File: config.mk
export PLATFORM = sky130hd
export DESIGN_NAME = gesture_power_switch_flat
export DESIGN_NICKNAME = d
export VERILOG_FILES = /design/src/rtl/gesture_power_switch_if.sv /design/src/rtl/gesture_power_switch.sv /design/src/flat_wrapper.sv
export SDC_FILE = /design/constraint.sdc
export NUM_CORES = 1
export LEC_CHECK = 0
export BUFFER_PORTS_ARGS = -buffer_cell sky130_fd_sc_hd__buf_2
export CORE_AREA = 2 2 52 90
export DETAILED_ROUTE_END_ITERATION = 16
export DIE_AREA = 0 0 54 92
export PLACE_DENSITY_LB_ADDON = 0.2
export SYNTH_ARGS = -nofsm -noshare
export SYNTH_HDL_FRONTEND = slang
export SYNTH_SLANG_ARGS = --single-unit
File: constraint.sdc
create_clock -name clk -period 2.1 [get_ports clk]
set_input_delay 0.525 -clock clk [delete_from_list [all_inputs] [get_ports clk]]
set_output_delay 0.525 -clock clk [all_outputs]
set_load 0.02 [all_outputs]
File: src/rtl/gesture_power_switch_if.sv
// ----------------------------------------------------------------------------
// gesture_power_switch_if
//   Signal bundle between the gesture power switch and its surroundings
//   (setting stage, key debouncers, mode controller, display).
//
//   Inputs to the switch:
//     en            gesture recognition enable (standby/run modes only)
//     force_off     synchronous request to drop to OFF_IDLE
//     key_l, key_r  debounced key levels, high = pressed
//     gesture_time  gesture window length in seconds
//   Outputs from the switch:
//     power_on      registered hood power state
//     power_toggle  one-cycle pulse on every power_on change
//     armed         a gesture window is open
//     remaining     seconds left in the open window, 0 when not armed
//
//   master : the side that drives the keys/controls (environment, bench)
//   slave  : the gesture power switch itself
// ----------------------------------------------------------------------------
interface gesture_power_switch_if;
    logic       en;
    logic       force_off;
    logic       key_l;
    logic       key_r;
    logic [3:0] gesture_time;
    logic       power_on;
    logic       power_toggle;
    logic       armed;
    logic [3:0] remaining;

    modport master (
        output en,
        output force_off,
        output key_l,
        output key_r,
        output gesture_time,
        input  power_on,
        input  power_toggle,
        input  armed,
        input  remaining
    );

    modport slave (
        input  en,
        input  force_off,
        input  key_l,
        input  key_r,
        input  gesture_time,
        output power_on,
        output power_toggle,
        output armed,
        output remaining
    );
endinterface

File: src/rtl/gesture_power_switch.sv
// ----------------------------------------------------------------------------
// gesture_power_switch
//   Turns the hood on and off with two-key gestures.
//     power on : left key press, then right key press within gesture_time s
//     power off: right key press, then left key press within gesture_time s
//   The first press of a gesture opens a window of gesture_time seconds;
//   the window counts down in whole seconds derived from CLK_FREQ.
//
//   Parameters:
//     CLK_FREQ   clk cycles per second (>= 2)
//     CNT_WIDTH  width of the in-second cycle counter (must hold CLK_FREQ-1)
//
//   Ports:
//     clk   system clock
//     rstn  asynchronous active-low reset
//     bus   gesture_power_switch_if.slave (en, force_off, key_l, key_r,
//           gesture_time in; power_on, power_toggle, armed, remaining out)
// ----------------------------------------------------------------------------
module gesture_power_switch #(
    parameter int CLK_FREQ  = 100_000_000,
    parameter int CNT_WIDTH = 27
) (
    input  logic                  clk,
    input  logic                  rstn,
    gesture_power_switch_if.slave bus
);

    // Every legal state has even parity, so any single-bit upset lands on an
    // odd-parity code and is caught by state_parity_ok().
    typedef enum logic [2:0] {
        OFF_IDLE  = 3'b000,
        OFF_ARMED = 3'b011,
        ON_IDLE   = 3'b101,
        ON_ARMED  = 3'b110
    } state_t;

    localparam logic [CNT_WIDTH-1:0] CNT_MAX  = CNT_WIDTH'(CLK_FREQ - 1);
    localparam logic [CNT_WIDTH-1:0] CNT_ZERO = CNT_WIDTH'(0);
    localparam logic [CNT_WIDTH-1:0] CNT_ONE  = CNT_WIDTH'(1);

    function automatic logic state_parity_ok(input state_t s);
        return ~(^s);
    endfunction

    state_t                 state_r;
    state_t                 state_nxt_s;
    logic                   power_on_r;
    logic                   power_on_nxt_s;
    logic                   power_toggle_r;
    logic                   power_toggle_nxt_s;
    logic                   armed_r;
    logic                   armed_nxt_s;
    logic [3:0]             remaining_r;
    logic [3:0]             remaining_nxt_s;
    logic [CNT_WIDTH-1:0]   cnt_r;
    logic [CNT_WIDTH-1:0]   cnt_nxt_s;
    logic                   key_l_q_r;
    logic                   key_r_q_r;

    logic                   rise_l_s;
    logic                   rise_r_s;
    logic                   tap_l_s;
    logic                   tap_r_s;
    logic                   wrap_s;
    logic                   expire_s;
    logic                   gt_zero_s;
    logic [3:0]             rem_run_s;
    logic [CNT_WIDTH-1:0]   cnt_run_s;

    // Key edge detection; simultaneous rises cancel each other out.
    always_comb begin
        rise_l_s  = bus.key_l & ~key_l_q_r;
        rise_r_s  = bus.key_r & ~key_r_q_r;
        tap_l_s   = rise_l_s & ~rise_r_s;
        tap_r_s   = rise_r_s & ~rise_l_s;
        gt_zero_s = (bus.gesture_time == 4'd0);
    end

    // Window timer: advance the in-second counter, step remaining at wrap.
    always_comb begin
        wrap_s = (cnt_r == CNT_MAX);
        // remaining <= 1 at wrap closes the window; 0 is treated the same so a
        // corrupted count can never hold the window open.
        expire_s = wrap_s && (remaining_r <= 4'd1);
        if (wrap_s) begin
            cnt_run_s = CNT_ZERO;
            rem_run_s = remaining_r - 4'd1;
        end else begin
            cnt_run_s = cnt_r + CNT_ONE;
            rem_run_s = remaining_r;
        end
    end

    // Next-state logic; timer values default to cleared so IDLE holds zeros.
    always_comb begin
        state_nxt_s     = state_r;
        power_on_nxt_s  = power_on_r;
        remaining_nxt_s = 4'd0;
        cnt_nxt_s       = CNT_ZERO;
        if (bus.force_off || !state_parity_ok(state_r)) begin
            state_nxt_s    = OFF_IDLE;
            power_on_nxt_s = 1'b0;
        end else begin
            case (state_r)
                OFF_IDLE: begin
                    power_on_nxt_s = 1'b0;
                    if (bus.en && tap_l_s && !gt_zero_s) begin
                        state_nxt_s     = OFF_ARMED;
                        remaining_nxt_s = bus.gesture_time;
                    end else begin
                        state_nxt_s = OFF_IDLE;
                    end
                end
                OFF_ARMED: begin
                    power_on_nxt_s = 1'b0;
                    if (!bus.en) begin
                        state_nxt_s = OFF_IDLE;
                    end else if (tap_r_s) begin
                        // Completion is checked before expiry so a press on
                        // the timeout cycle still completes the gesture.
                        state_nxt_s    = ON_IDLE;
                        power_on_nxt_s = 1'b1;
                    end else if (tap_l_s) begin
                        if (gt_zero_s) begin
                            state_nxt_s = OFF_IDLE;
                        end else begin
                            state_nxt_s     = OFF_ARMED;
                            remaining_nxt_s = bus.gesture_time;
                        end
                    end else if (expire_s) begin
                        state_nxt_s = OFF_IDLE;
                    end else begin
                        state_nxt_s     = OFF_ARMED;
                        remaining_nxt_s = rem_run_s;
                        cnt_nxt_s       = cnt_run_s;
                    end
                end
                ON_IDLE: begin
                    power_on_nxt_s = 1'b1;
                    if (bus.en && tap_r_s && !gt_zero_s) begin
                        state_nxt_s     = ON_ARMED;
                        remaining_nxt_s = bus.gesture_time;
                    end else begin
                        state_nxt_s = ON_IDLE;
                    end
                end
                ON_ARMED: begin
                    power_on_nxt_s = 1'b1;
                    if (!bus.en) begin
                        state_nxt_s = ON_IDLE;
                    end else if (tap_l_s) begin
                        state_nxt_s    = OFF_IDLE;
                        power_on_nxt_s = 1'b0;
                    end else if (tap_r_s) begin
                        if (gt_zero_s) begin
                            state_nxt_s = ON_IDLE;
                        end else begin
                            state_nxt_s     = ON_ARMED;
                            remaining_nxt_s = bus.gesture_time;
                        end
                    end else if (expire_s) begin
                        state_nxt_s = ON_IDLE;
                    end else begin
                        state_nxt_s     = ON_ARMED;
                        remaining_nxt_s = rem_run_s;
                        cnt_nxt_s       = cnt_run_s;
                    end
                end
                default: begin
                    state_nxt_s    = OFF_IDLE;
                    power_on_nxt_s = 1'b0;
                end
            endcase
        end
    end

    // Output logic: decode armed and the toggle pulse from the next state.
    always_comb begin
        case (state_nxt_s)
            OFF_ARMED: armed_nxt_s = 1'b1;
            ON_ARMED:  armed_nxt_s = 1'b1;
            OFF_IDLE:  armed_nxt_s = 1'b0;
            ON_IDLE:   armed_nxt_s = 1'b0;
            default:   armed_nxt_s = 1'b0;
        endcase
        power_toggle_nxt_s = power_on_nxt_s ^ power_on_r;
    end

    // State, timer, output and key-history registers.
    always_ff @(posedge clk or negedge rstn) begin
        if (!rstn) begin
            state_r        <= OFF_IDLE;
            power_on_r     <= 1'b0;
            power_toggle_r <= 1'b0;
            armed_r        <= 1'b0;
            remaining_r    <= 4'd0;
            cnt_r          <= CNT_ZERO;
            key_l_q_r      <= 1'b0;
            key_r_q_r      <= 1'b0;
        end else begin
            state_r        <= state_nxt_s;
            power_on_r     <= power_on_nxt_s;
            power_toggle_r <= power_toggle_nxt_s;
            armed_r        <= armed_nxt_s;
            remaining_r    <= remaining_nxt_s;
            cnt_r          <= cnt_nxt_s;
            // History keeps tracking while disabled so re-enable sees no
            // stale edge.
            key_l_q_r      <= bus.key_l;
            key_r_q_r      <= bus.key_r;
        end
    end

    assign bus.power_on     = power_on_r;
    assign bus.power_toggle = power_toggle_r;
    assign bus.armed        = armed_r;
    assign bus.remaining    = remaining_r;

endmodule

File: src/flat_wrapper.sv
// flat-port wrapper written by rule: the top's interface ports become plain ports
module gesture_power_switch_flat 
#(
    parameter int CLK_FREQ  = 100_000_000,
    parameter int CNT_WIDTH = 27
)
  (clk, rstn, bus_en, bus_force_off, bus_key_l, bus_key_r, bus_gesture_time, bus_power_on, bus_power_toggle, bus_armed, bus_remaining);
  gesture_power_switch_if bus_i ();
  input  logic clk;
  input  logic rstn;
  input wire logic [$bits(bus_i.en)-1:0] bus_en;
  input wire logic [$bits(bus_i.force_off)-1:0] bus_force_off;
  input wire logic [$bits(bus_i.key_l)-1:0] bus_key_l;
  input wire logic [$bits(bus_i.key_r)-1:0] bus_key_r;
  input wire logic [$bits(bus_i.gesture_time)-1:0] bus_gesture_time;
  output wire logic [$bits(bus_i.power_on)-1:0] bus_power_on;
  output wire logic [$bits(bus_i.power_toggle)-1:0] bus_power_toggle;
  output wire logic [$bits(bus_i.armed)-1:0] bus_armed;
  output wire logic [$bits(bus_i.remaining)-1:0] bus_remaining;
  assign bus_i.en = bus_en;
  assign bus_i.force_off = bus_force_off;
  assign bus_i.key_l = bus_key_l;
  assign bus_i.key_r = bus_key_r;
  assign bus_i.gesture_time = bus_gesture_time;
  assign bus_power_on = bus_i.power_on;
  assign bus_power_toggle = bus_i.power_toggle;
  assign bus_armed = bus_i.armed;
  assign bus_remaining = bus_i.remaining;
  gesture_power_switch #(.CLK_FREQ(CLK_FREQ), .CNT_WIDTH(CNT_WIDTH)) u_core (.clk(clk), .rstn(rstn), .bus(bus_i));
endmodule
==> qor.csv, run 1 <==
metric;value;unit
outcome;finished, final reports clean;
Layout Area Growth over Synthesis;23.0;%
Mapped Nets;258;
# IOs;17;
pre-CTS setup slack;0.0551;ns
Clock Power Share;38.0;%
Yosys warning count;0;
worst-margin pin slew;0.478;ns
Setup Buffers After CTS;0;
clk sinks;39;
die area;0.00497;mm²
Clock Latency Late Sink;0.29;ns
via/cell ratio;5.72;
# rows;32;
Max Clock Skew;0.00543;ns
core area;0.00432;mm²
initial core utilization;51.4;%
DR WL/cell;16.4;µm
Syn Area/Cell;9.23;µm²
final WL;5540;µm
final worst slack;0.0391;ns
Synth cell types;48;
Post-Syn Area;0.00222;mm²
critical path capture point type;flip-flop;
# port buffers;16;
fraction of registers with async set/reset;100;%
Gate Count Post-Synth;241;
most frequent cells in the layout;nor2_1 (48), dfrtp_1 (39), nand2_1 (23), buf_4 (23), xor2_1 (17);
Required @ worst endpoint;2.29;ns
area of the multi-input gates;0.00123;mm²
Seq/Total Area, Yosys;43.9;%
fillcell total;376;
switching power;0.330;mW
TritonCTS buffer count;5;
gr ovfl total;0;
CTS tree;built;
Post-route DRC;0;
Internal;1.05;mW
root buffer cell;clkbuf_8;
Reg2Reg Capture Point;u_core.bus.remaining[1];
largest vdd supply drop;0.406;mV
Total Nets Final;304;
initial antenna violation count;0;
Leak;1.25;nW
endpoints failing hold;0;
Pre-antenna DRT Iters;4;
RSZ-0062 raised after global routing;true;
PD cells;504;mW/mm²
predominant post-synthesis flop cell;dfrtp_1;
R2R Setup Slk;0.04;ns
Tot Pwr;1.38;mW
final instance area;0.00274;mm²
CP max FO;5;
FMAX;485;MHz
number of synthesized flops with an enable pin;0;
Slew HR;68.2;%
commonest non-fill, non-tap cell in the layout;nor2_1;
startpoint types;flip-flop;
switching share of power;23.9;%
minimum clock period;2.06;ns
fin crit share;98.1;%
worst setup path class;reg -> reg;
clock buffer depth;2;
Register Area;976;µm²
largest net degree at the start of global routing;28;
final setup fails;0;
sequential share of power;54.9;%
post-DP HPWL;3890;µm
Slew Viols, Final;0;
Arr. time, crit path;2.25;ns
layout cells sized above 1;21.6;%
placer congestion estimate;0.910;
Starting DRT DRC Count;63;
first-pass GRT wire length;8580;µm
ant diodes;0;
Overall Global Routing Usage;23.3;%
Clk pin slew, worst setup/hold paths;0.08;ns
Max H-tree Level;2;
Min-Delay Path Class;in -> async;
Comb pwr share;7.2;%
via count;1934;
die width;54;µm
Post-DRT Antenna Nets;0;
placed inst area;0.00256;mm²
Hold WS;0.182;ns
Reg-to-Reg Start;u_core.cnt_r[10];
number of global-route vias before repair;1897;
die height;92;µm
synthesized flop and latch total;39;
worst reg-to-reg path cell count;6;
Max Cap Viol;0;
-- stage by stage --
| step | TNS (ns) | cells | util (%) |
|---|---|---|---|
| final | 0 | 338 | 63.3 |
| after detailed placement | 0 | 328 | 59.2 |
| after CTS | 0 | 335 | 61.2 |
| after floorplan | 0 | 241 | - |
| after global placement | 0 | 328 | 59.2 |
| after global routing | -0.602 | 338 | 63.3 |
-- worst max-delay path, stage by stage (launching register included) --
cell,delay [ns]
dfrtp_1,0.38
or4b_4,0.54
nor4_4,0.33
nand2_2,0.16
mux2_4,0.32
a22oi_2,0.17
nor2_1,0.05
-- power by group through the flow --
stage | Combinational [mW] | Sequential [mW] | Clock, mW
4_1_cts | 0.0979 | 0.757 | 0.533
3_5_place_dp | 0.0977 | 0.772 | 0
3_3_place_gp | 0.0967 | 0.772 | 0
5_1_grt | 0.110 | 0.758 | 0.568
2_1_floorplan | 0.0434 | 0.773 | 0
6_report | 0.0988 | 0.757 | 0.524
-- synth_stat cells (all sizes together), types with 3 or more instances --
| master | count | area share (%) |
|---|---|---|
| ha | 7 | 3.9 |
| nand2b | 3 | 0.84 |
| a21oi | 6 | 1.4 |
| and3 | 7 | 2.0 |
| xnor2 | 10 | 3.9 |
| and4 | 3 | 1.2 |
| clkbuf | 3 | 0.51 |
| and4b | 3 | 1.4 |
| inv | 7 | 1.2 |
| a22oi | 3 | 1.2 |
| nor4 | 4 | 1.8 |
| dfrtp | 39 | 44 |
| xor2 | 17 | 6.7 |
| nor3 | 4 | 0.90 |
| nor2b | 4 | 1.1 |
| nand4 | 8 | 2.3 |
| nand2 | 24 | 4.2 |
| o21ai | 3 | 0.68 |
| nor2 | 48 | 8.1 |
| nand3 | 10 | 2.5 |
-- kinds of logic (layout without fill, tap and decap cells) --
group / after synthesis / count (layout) / synth area share (%)
xor+xnor: 27 / 27 / 10.6
mux: 2 / 2 / 1.18
fa+ha+maj: 7 / 7 / 3.94
simple gates: 127 / 127 / 29.5
buf+inv: 12 / 58 / 2.14
flops: 39 / 39 / 43.9
compound gates: 27 / 27 / 8.67
-- cell type report --
type	count	share of cell area (%)
well taps	51	2.33
flip-flops and latches	39	35.7
clock buffers	6	3.02
clock inverters	1	0.183
multi-input cells	190	44.9
inverters	7	0.961
repair buffers	44	12.9
-- worst max path at each step --
stage | from | end | cells past startpoint
floorplan | u_core.cnt_r[10] | u_core.bus.remaining[1] | 6
global placement | u_core.cnt_r[8] | u_core.bus.remaining[2] | 7
detailed placement | u_core.cnt_r[10] | u_core.bus.remaining[1] | 6
CTS | u_core.cnt_r[10] | u_core.bus.remaining[1] | 6
global route | u_core.cnt_r[10] | u_core.bus.armed | 6
finish | u_core.cnt_r[10] | u_core.bus.remaining[1] | 6
-- registers in the layout, summed over array words and instances (netlist names) --
| register | flops |
|---|---|
| u_core.cnt_r | 27 |
| u_core.bus.armed | 1 |
| u_core.key_l_q_r | 1 |
| u_core.state_r | 3 |
| u_core.key_r_q_r | 1 |
| u_core.bus.remaining | 4 |
| u_core.bus.power_on | 1 |
| u_core.bus.power_toggle | 1 |
-- layer usage --
metal / routed length (µm) / global-route usage [%] / part of all wire [%] / vias to the layer above
met1: 2120 / 24.9 / 38 / 937
li1: - / - / - / 926
met5: 0 / 0 / 0 / -
met3: 155 / 5.05 / 2.8 / 19
met2: 3060 / 41.3 / 55 / 52
met4: 208 / 10.6 / 3.8 / 0
-- timing repair --
action	CTS	global route
setup endpoints to repair	0	34
gates resized for setup	0	5
hold buffers	0	0
(Power assumes the default switching activity.)
==> inputs of run 2 (changes only) <==
--- a/config.mk
+++ b/config.mk
@@ -6,10 +6,11 @@
 export NUM_CORES = 1
 export LEC_CHECK = 0
 export BUFFER_PORTS_ARGS = -buffer_cell sky130_fd_sc_hd__buf_2
-export CORE_AREA = 2 2 52 90
+export CORE_AREA = 2 2 64 111
 export DETAILED_ROUTE_END_ITERATION = 16
-export DIE_AREA = 0 0 54 92
+export DIE_AREA = 0 0 66 113
 export PLACE_DENSITY_LB_ADDON = 0.2
+export SLEW_MARGIN = 25
 export SYNTH_ARGS = -nofsm -noshare
 export SYNTH_HDL_FRONTEND = slang
 export SYNTH_SLANG_ARGS = --single-unit
==> run 2 against run 1 <==
Non-clock buffer count down 3. Sequential power hardly changed. Global-route usage decreased by 7.1 points. Hold slack gained 0.11 ns. Critical endpoint is now u_core.bus.armed. Cell area up 1.2%.
==> qor.csv, run 2 (synthesis results as in run 1) <==
metric;value;unit;change
outcome;finished, final reports clean;;unchanged
Post-route DRC;0;;unchanged
max reg flops;27;;unchanged
largest vdd supply drop;0.367;mV;was 0.406 mV
Max Clock Skew;0.00643;ns;was 0.00543 ns
Overall Global Routing Usage;16.3;%;was 23.3%
gr ovfl total;0;;unchanged
CP max FO;4;;was 5
final instance area;0.00277;mm²;was 0.00274 mm²
# port buffers;16;;unchanged
placed inst area;0.00258;mm²;was 0.00256 mm²
via count;1877;;was 1934
clock buffer depth;2;;unchanged
Arr. time, crit path;2.19;ns;was 2.25 ns
fin crit share;96.6;%;was 98.1%
DR WL/cell;15.0;µm;was 16.4 µm
clk sinks;39;;unchanged
startpoint types;flip-flop;;unchanged
initial antenna violation count;0;;unchanged
Leak;1.24;nW;was 1.25 nW
placer congestion estimate;0.824;;was 0.910
post-DP HPWL;4170;µm;was 3890 µm
Min-Delay Path Class;in -> async;;unchanged
final setup fails;0;;unchanged
Layout Area Growth over Synthesis;24.5;%;was 23.0%
TNS Setup;0;ns;unchanged
final WL;5520;µm;was 5540 µm
endpoints failing hold;0;;unchanged
Max Cap Viol;0;;unchanged
Slew HR;65.8;%;was 68.2%
Final Non-Filler Cells;367;;was 338
Max H-tree Level;2;;unchanged
# rows;39;;was 32
largest net degree at the start of global routing;40;;was 28
commonest non-fill, non-tap cell in the layout;nor2_1;;unchanged
Biggest register;u_core.cnt_r;;unchanged
Pre-antenna DRT Iters;4;;unchanged
root buffer cell;clkbuf_16;;was clkbuf_8
critical path capture point type;flip-flop;;unchanged
die height;113;µm;was 92 µm
Post-DRT Antenna Nets;0;;unchanged
ant diodes;0;;unchanged
# hold bufs at CTS;0;;unchanged
PD cells;598;mW/mm²;was 504 mW/mm²
top flop regs;u_core.cnt_r x27, u_core.bus.remaining x4, u_core.state_r x3;;unchanged
Total Nets Final;301;;was 304
die area;0.00746;mm²;was 0.00497 mm²
worst-margin pin slew;0.512;ns;was 0.478 ns
layout cells sized above 1;21.1;%;was 21.6%
Clock Latency Late Sink;0.29;ns;about the same
placed cell count;358;;was 328
minimum clock period;2.03;ns;was 2.06 ns
Clk pin slew, worst setup/hold paths;0.06;ns;was 0.08 ns
core area;0.00654;mm²;was 0.00432 mm²
die width;66;µm;was 54 µm
RSZ-0062 raised after global routing;true;;unchanged
TritonCTS buffer count;5;;unchanged
Required @ worst endpoint;2.26;ns;was 2.29 ns
number of global-route vias before repair;1937;;was 1897
most frequent cells in the layout;nor2_1 (48), dfrtp_1 (39), buf_4 (24), nand2_1 (23), xor2_1 (17);;was nor2_1 (48), dfrtp_1 (39), nand2_1 (23), buf_4 (23), xor2_1 (17)
worst setup path class;reg -> reg;;unchanged
initial core utilization;34.0;%;was 51.4%
via/cell ratio;5.11;;was 5.72
Starting DRT DRC Count;62;;was 63
CTS tree;built;;unchanged
FMAX;493;MHz;was 485 MHz
# IOs;17;;unchanged
Slew Viols, Final;0;;unchanged
first-pass GRT wire length;9050;µm;was 8580 µm
==> run 2: where the power goes <==
group          total (mW)  leakage [nW]  switching [mW]  internal [mW]
clock               0.799        0.0772           0.293          0.506
sequential          0.759         0.540         0.00328          0.756
combinational      0.0975         0.620          0.0607         0.0369
==> run 2: cell type report <==
class,instances,area (µm²)
clock buffer,8,156
inverter,7,26.3
multi-input combinational,190,1230
sequential,39,976
fill,666,3770
tap,82,103
timing repair buffer,41,280
==> run 2: path summary, 6_finish.rpt <==
kind,start,to,slack [ns],cells after the start
setup / recovery,u_core.cnt_r[10],u_core.bus.armed,0.07,6
hold / removal,rstn,u_core.cnt_r[5],0.29,2
setup reg to reg,u_core.cnt_r[10],u_core.bus.armed,0.07,6
hold reg to reg,u_core.bus.power_on,u_core.bus.power_toggle,0.46,1
max in group asynchronous,rstn,u_core.bus.remaining[3],1.45,2
min in group clk,bus_key_r,u_core.key_r_q_r,0.37,1
==> run 2: metrics by stage <==
step | setup WS (ns) | utilization, % | hold WS (ns) | power (mW)
2_1_floorplan | 0.0943 | - | 0.229 | 0.816
3_3_place_gp | -0.0394 | 39.4 | 0.450 | 0.870
3_5_place_dp | -0.0146 | 39.4 | 0.452 | 0.869
4_1_cts | 0.0172 | 41.8 | 0.318 | 1.68
5_1_grt | -0.0548 | 42.3 | 0.354 | 1.71
6_report | 0.0715 | 42.3 | 0.288 | 1.66
==> run 2: critical path, cell delays in order, from the launching register on <==
cell and delay [ns]:
dfrtp_1 0.37, or4b_4 0.55, nor4_4 0.25, nand3_1 0.21, a22oi_1 0.25, nand2b_1 0.19, o2bb2ai_1 0.09
==> run 2: repair_timing <==
item                       4_1_cts  5_1_grt
setup endpoints to repair        2        9
resized for setup                0        5
buffers inserted                 0        1
pin swaps                        1        0
==> run 2: per-layer routing <==
| metal | wire [µm] | global-route usage (%) | vias to the layer above | share of wire (%) |
|---|---|---|---|---|
| met5 | 0 | 0 | - | 0 |
| met2 | 3270 | 32.5 | 36 | 59 |
| li1 | - | - | 919 | - |
| met3 | 146 | 2.68 | 11 | 2.6 |
| met4 | 157 | 7.35 | 0 | 2.8 |
| met1 | 1950 | 15.2 | 911 | 35 |
